===== src/rtl/logic_rx_pkg.sv =====
// Shared types and constants for the serial reduction receiver.
package logic_rx_pkg;

  typedef enum logic [1:0] {
    IDLE  = 2'd0,
    SHIFT = 2'd1,
    HOLD  = 2'd2
  } state_e;

  // Flag vector ordered {nor, nand, xnor, xor, or, and}
  typedef logic [5:0] flags_t;

  localparam int FLG_AND  = 0;
  localparam int FLG_OR   = 1;
  localparam int FLG_XOR  = 2;
  localparam int FLG_XNOR = 3;
  localparam int FLG_NAND = 4;
  localparam int FLG_NOR  = 5;

  // Flags of an all-zero word
  localparam flags_t FLAGS_RST = 6'b111000;

endpackage


===== src/rtl/logic_reduce_unit.sv =====
// Combinational evaluation of all six reduction operators over one word.
module logic_reduce_unit
  import logic_rx_pkg::*;
#(
  parameter int WIDTH = 8
) (
  input  logic [WIDTH-1:0] word_i,
  output flags_t           flags_o
);

  always_comb begin
    flags_o           = '0;
    flags_o[FLG_AND]  = &word_i;
    flags_o[FLG_OR]   = |word_i;
    flags_o[FLG_XOR]  = ^word_i;
    flags_o[FLG_XNOR] = ~^word_i;
    flags_o[FLG_NAND] = ~&word_i;
    flags_o[FLG_NOR]  = ~|word_i;
  end

endmodule


===== src/rtl/logic_reduce_rx.sv =====
// LSB-first serial deserializer with reduction flags on a valid/ready output.
// Define LOGIC_RX_PARITY_EN to append a trailing even-parity bit and drive out_perr.
module logic_reduce_rx
  import logic_rx_pkg::*;
#(
  parameter int WIDTH = 8
) (
  input  logic             clk,
  input  logic             rst,
  input  logic             in_valid,
  input  logic             in_bit,
  output logic             in_ready,
  output logic             out_valid,
  input  logic             out_ready,
  output logic [WIDTH-1:0] out_word,
  output logic             out_and,
  output logic             out_or,
  output logic             out_xor,
  output logic             out_xnor,
  output logic             out_nand,
  output logic             out_nor,
  output logic             out_perr
);

  localparam int CNT_W = $clog2(WIDTH + 1);
`ifdef LOGIC_RX_PARITY_EN
  localparam int FRAME_LEN = WIDTH + 1;
`else
  localparam int FRAME_LEN = WIDTH;
`endif

  state_e           state_q, state_d;
  logic [CNT_W-1:0] count_q, count_d;
  logic [WIDTH-1:0] shift_q, shift_d;
  logic [WIDTH-1:0] word_q;
  flags_t           flags_q, flags_calc;
  logic             accept, last_bit, handshake;

  assign accept    = in_valid & in_ready;
  assign last_bit  = accept && (count_q == CNT_W'(FRAME_LEN - 1));
  assign handshake = out_valid & out_ready;

  always_ff @(posedge clk or posedge rst) begin
    if (rst) state_q <= IDLE;
    else     state_q <= state_d;
  end

  always_comb begin
    state_d = state_q;
    case (state_q)
      IDLE:    if (accept)    state_d = SHIFT;
      SHIFT:   if (last_bit)  state_d = HOLD;
      HOLD:    if (handshake) state_d = IDLE;
      default:                state_d = IDLE;
    endcase
  end

  always_comb begin
    in_ready  = 1'b0;
    out_valid = 1'b0;
    case (state_q)
      IDLE:    in_ready  = 1'b1;
      SHIFT:   in_ready  = 1'b1;
      HOLD:    out_valid = 1'b1;
      default: ;
    endcase
  end

  always_comb begin
    count_d = count_q;
    if (handshake)   count_d = '0;
    else if (accept) count_d = count_q + CNT_W'(1);
  end

  // Per-bit write enable; a parity bit (count==WIDTH) matches no position
  for (genvar gi = 0; gi < WIDTH; gi++) begin : g_shift
    assign shift_d[gi] = handshake ? 1'b0 :
                         (accept && (count_q == CNT_W'(gi))) ? in_bit : shift_q[gi];
  end

  // Fed with the assembled word so flags reflect the bit accepted this cycle
  logic_reduce_unit #(.WIDTH(WIDTH)) u_reduce (
    .word_i  (shift_d),
    .flags_o (flags_calc)
  );

  always_ff @(posedge clk or posedge rst) begin
    if (rst) begin
      count_q <= '0;
      shift_q <= '0;
      word_q  <= '0;
      flags_q <= FLAGS_RST;
    end else begin
      count_q <= count_d;
      shift_q <= shift_d;
      if (last_bit) begin
        word_q  <= shift_d;
        flags_q <= flags_calc;
      end
    end
  end

`ifdef LOGIC_RX_PARITY_EN
  logic perr_q;
  always_ff @(posedge clk or posedge rst) begin
    if (rst)           perr_q <= 1'b0;
    else if (last_bit) perr_q <= (^shift_d) ^ in_bit;
  end
  assign out_perr = perr_q;
`else
  assign out_perr = 1'b0;
`endif

  assign out_word = word_q;
  assign out_and  = flags_q[FLG_AND];
  assign out_or   = flags_q[FLG_OR];
  assign out_xor  = flags_q[FLG_XOR];
  assign out_xnor = flags_q[FLG_XNOR];
  assign out_nand = flags_q[FLG_NAND];
  assign out_nor  = flags_q[FLG_NOR];

endmodule

===== config.mk =====
export PLATFORM = sky130hd
export DESIGN_NAME = logic_reduce_rx
export DESIGN_NICKNAME = d
export VERILOG_FILES = /design/src/rtl/logic_rx_pkg.sv /design/src/rtl/logic_reduce_unit.sv /design/src/rtl/logic_reduce_rx.sv
export SDC_FILE = /design/constraint.sdc
export NUM_CORES = 1
export LEC_CHECK = 0
export BUFFER_PORTS_ARGS = -buffer_cell sky130_fd_sc_hd__buf_2
export CORE_ASPECT_RATIO = 0.5
export CORE_UTILIZATION = 51
export DETAILED_ROUTE_END_ITERATION = 10
export PLACE_DENSITY = 0.75
export SLEW_MARGIN = 0
export SYNTH_ARGS = -nofsm -noshare
export SYNTH_HDL_FRONTEND = slang
export SYNTH_SLANG_ARGS = --single-unit

===== constraint.sdc =====
create_clock -name clk -period 2.2 [get_ports clk]
set_input_delay 0.22 -clock clk [delete_from_list [all_inputs] [get_ports clk]]
set_output_delay 0.22 -clock clk [all_outputs]
set_load 0.005 [all_outputs]

==> summary.md <==
| Metric | Value |
|---|---|
| Post-route ant nets | 0 |
| Starting DRT DRC Count | 154 |
| Post-synth top area share | around two fifths |
| Multi-input logic area | 962.2 um^2 |
| Via/cell ratio | 6.037 |
| Full die area | about 3300 um^2 |
| Avg Cell Area, Syn | 11.29 um^2 |
| Final Util | 74.84% |
| Initial antenna violation count | 0 |
| Met1 GRT Util | 30.94% |
| Pwr dens | 1500 nW/um^2 |
| Pins Over Slew Limit | 0 |
| Root Buffer | clkbuf_8 |
| Hold Startpoint | out_ready |
| Cells traversed along the worst timing path | buf_4, ha_2, buf_4, nand2_4, a31oi_1, ha_1, xnor2_2, xnor2_2, mux2_4 |
| CTS H-tree depth | 1 |
| Sequential area share after synthesis | approximately 45% |
| Routed len/inst | 19.20 um |
| Crit share post-route | 102.0% |
| Max-cap violations | 0 |
| Post-synth top flop | dfrtp_1 |
| Synth area leaders | dfrtp_1 40%, ha_1 9.5%, dfstp_2 5.0% |
| Met2 Use GR | between 40% and 50% |
| Largest net degree at the start of global routing | 29 |
| Clock skew | 4.149 ps |
| GPL Wtd Cong | 0.8368 |
| CTS sink cnt | 28 |
| Min-Delay Path Class | input pin to flop |
| Final hold viol count | 0 |
| CP max FO | 6 |
| Synth unique cells | 39 |
| Core area | about 2800 um^2 |
| CP delay by family, top | adder cells |
| Area growth, synth to finish | 30.96% |
| Port bufs | 20 |
| Cell Rows | 13 |
| Crit-path max cell delay | 390 ps |
| Vias in the first global route | roughly 1100 |
| Endpoints failing setup | 1 |
| Reg-to-reg startpoint | count_q[0] |
| Leakage | between 0.9 and 1 nW |
| Slowest library cell on the worst path | dfrtp_1 |
| Failing checks | setup timing |
| Fillcell total | 179 |
| Synth area leader | dfrtp_1 |
| Fmax | 445.5 MHz |
| Async set or reset register ratio after synthesis | 100.0% |
| Clk_lat worst skew | 280 ps |
| First-pass GRT wire length | 5.609 mm |
| ANT cells | 0 |
| Worst setup margin | -44.42 ps |
| Initial Utilization | between 50% and 60% |
| Critical Path End Type | flop |
| Post-synth EDFFs | 0 |
| Cells after Synth | 140 |
| Die H | 41.36 um |
| Total grt overflow | 0 |
| Mapped Area | 1580 um^2 |
| RSZ-0062 raised after global routing | yes |
| Clk buf depth | 2 |
| First-pass DRT Iterations | 4 |
| Min Tclk post-route | 2244 ps |
| Grt met3 use | 6.087% |
| CP bufs+invs | 2 |
| All-Layer GR Usage | 24.37% |
| Post-DP HPWL | 2.481 mm |
| Status | finished with violations |
| Reg area | 705.7 um^2 |
| Grt peak-use layer | met2 |
| Synth warnings | 0 |
| Reg2reg setup slack | -40 ps |
| Ports | 22 |
| Synth Register Bits | 28 |
| Syn Nets | 157 |
| Layout Nets | 196 |
| Layout cells sized above 1 | 43.26% |
| Die width | between 80 and 90 um |
| CTS tree | built |
| Total CTS buffers | 3 |
| Max rail drop VDD | 823.2 uV |
| Vias | roughly 1300 |
| Total Wirelength | slightly above 4 mm |
| Startpoint types | flop |
| Crit path from | count_q[0] |
| Pre-CTS WS | -59.07 ps |
| Critical path class | flop to flop |
| Residual DRC count | 0 |
| Req. time, crit path | ~2400 ps |
| Clock slew at reported path FFs | 100 ps |
| Critical Path AT | approximately 2400 ps |
worst paths after layout:
check                               to  depth (start not counted)
max                         flags_q[2]                          9
min                         state_q[1]                          3
max reg2reg                 flags_q[2]                          9
min reg2reg                 flags_q[5]                          2
max in group asynchronous   flags_q[3]                          4
min in group asynchronous  out_word[0]                          4
layout by cell type (no fill, tap or decap), types with 3 or more instances in the layout:
| cell type | n |
|---|---|
| inv_1 | 7 |
| o21ai_0 | 7 |
| and3_4 | 4 |
| dfrtp_1 | 24 |
| ha_1 | 7 |
| a31o_1 | 6 |
| o21ai_1 | 6 |
| and3_1 | 4 |
| clkbuf_8 | 3 |
| mux2i_1 | 5 |
| dfstp_2 | 3 |
| nor2_1 | 5 |
| a21oi_1 | 4 |
| buf_4 | 15 |
| nand2_1 | 4 |
| ha_4 | 4 |
| buf_2 | 20 |
| a31oi_1 | 4 |
| mux2_4 | 5 |
through the flow:
step	hold WS [ps]	TNS [ps]	total power [mW]	cell area, um^2	instances
global route	296.8	-248.2	3.288	2069	215
detailed placement	304.3	-59.07	2.219	1798	204
CTS	256.9	0	2.722	1917	211
floorplan	283.2	0	1.782	1580	140
global placement	300.8	0	2.153	1798	204
finish	269.2	-44.42	3.105	2069	215
synthesized netlist by cell type, types with 5 or more instances:
master,n
and3_1,8
mux2_4,5
inv_1,8
o21ai_0,8
nor2_1,5
a31oi_1,6
a31o_1,6
ha_1,12
o21ai_1,7
dfrtp_1,25
mux2i_1,5
nand2_1,6
layer usage:
metal / part of all wire [%] / vias up
met2: 46 / 57
met3: 6.1 / 14
met1: 45 / 643
li1: - / 584
met5: 0 / -
met4: 2.2 / 0
area by class of cell:
class                           instances  share of cell area, %
Sequential cell                        28                  34.10
Multi-Input combinational cell        100                  46.49
Clock inverter                          1                  1.451
Clock buffer                            3                  1.995
Tap cell                               37                  2.237
Inverter                                8                  1.451
Timing Repair Buffer                   38                  12.27
sequential cells by signal, summed over array words and instances, names as in the netlist:
| register | count |
|---|---|
| shift_q | 8 |
| count_q | 4 |
| state_q | 2 |
| flags_q | 6 |
| out_word | 8 |
worst min-delay path, cell delays in order:
cell and delay (ps):
buf_2 110, inv_1 70, a22o_1 120
cell families (layout without fill, tap and decap cells):
| family | after synthesis | in the layout | share of synthesized area, % |
|---|---|---|---|
| xor gates and xnor gates | 5 | 5 | 2.771 |
| other | 1 | 1 | 0.2373 |
| adders and majority gates | 12 | 12 | 9.501 |
| AOI/OAI and AO/OA | 38 | 38 | 15.12 |
| DFF | 28 | 28 | 44.58 |
| muxes | 10 | 10 | 7.918 |
| buffers and inverters | 12 | 50 | 3.404 |
| and+or+nand+nor | 34 | 34 | 16.47 |
report_power, final:
group / internal (mW) / switching (mW) / leakage, nW
clock network: 0.244 / 0.174 / 0.0357
logic: 0.882 / 0.875 / 0.592
registers: 0.750 / 0.180 / 0.340
what timing repair did:
action,in CTS,in global routing
buffers inserted,2,4
resized for setup,7,22
pin swaps,5,13
hold endpoints to repair,7,0
gates cloned,0,0
endpoints found under the setup margin,1,2
hold buffers,1,0
No activity file was read; power rests on OpenSTA's default activity.
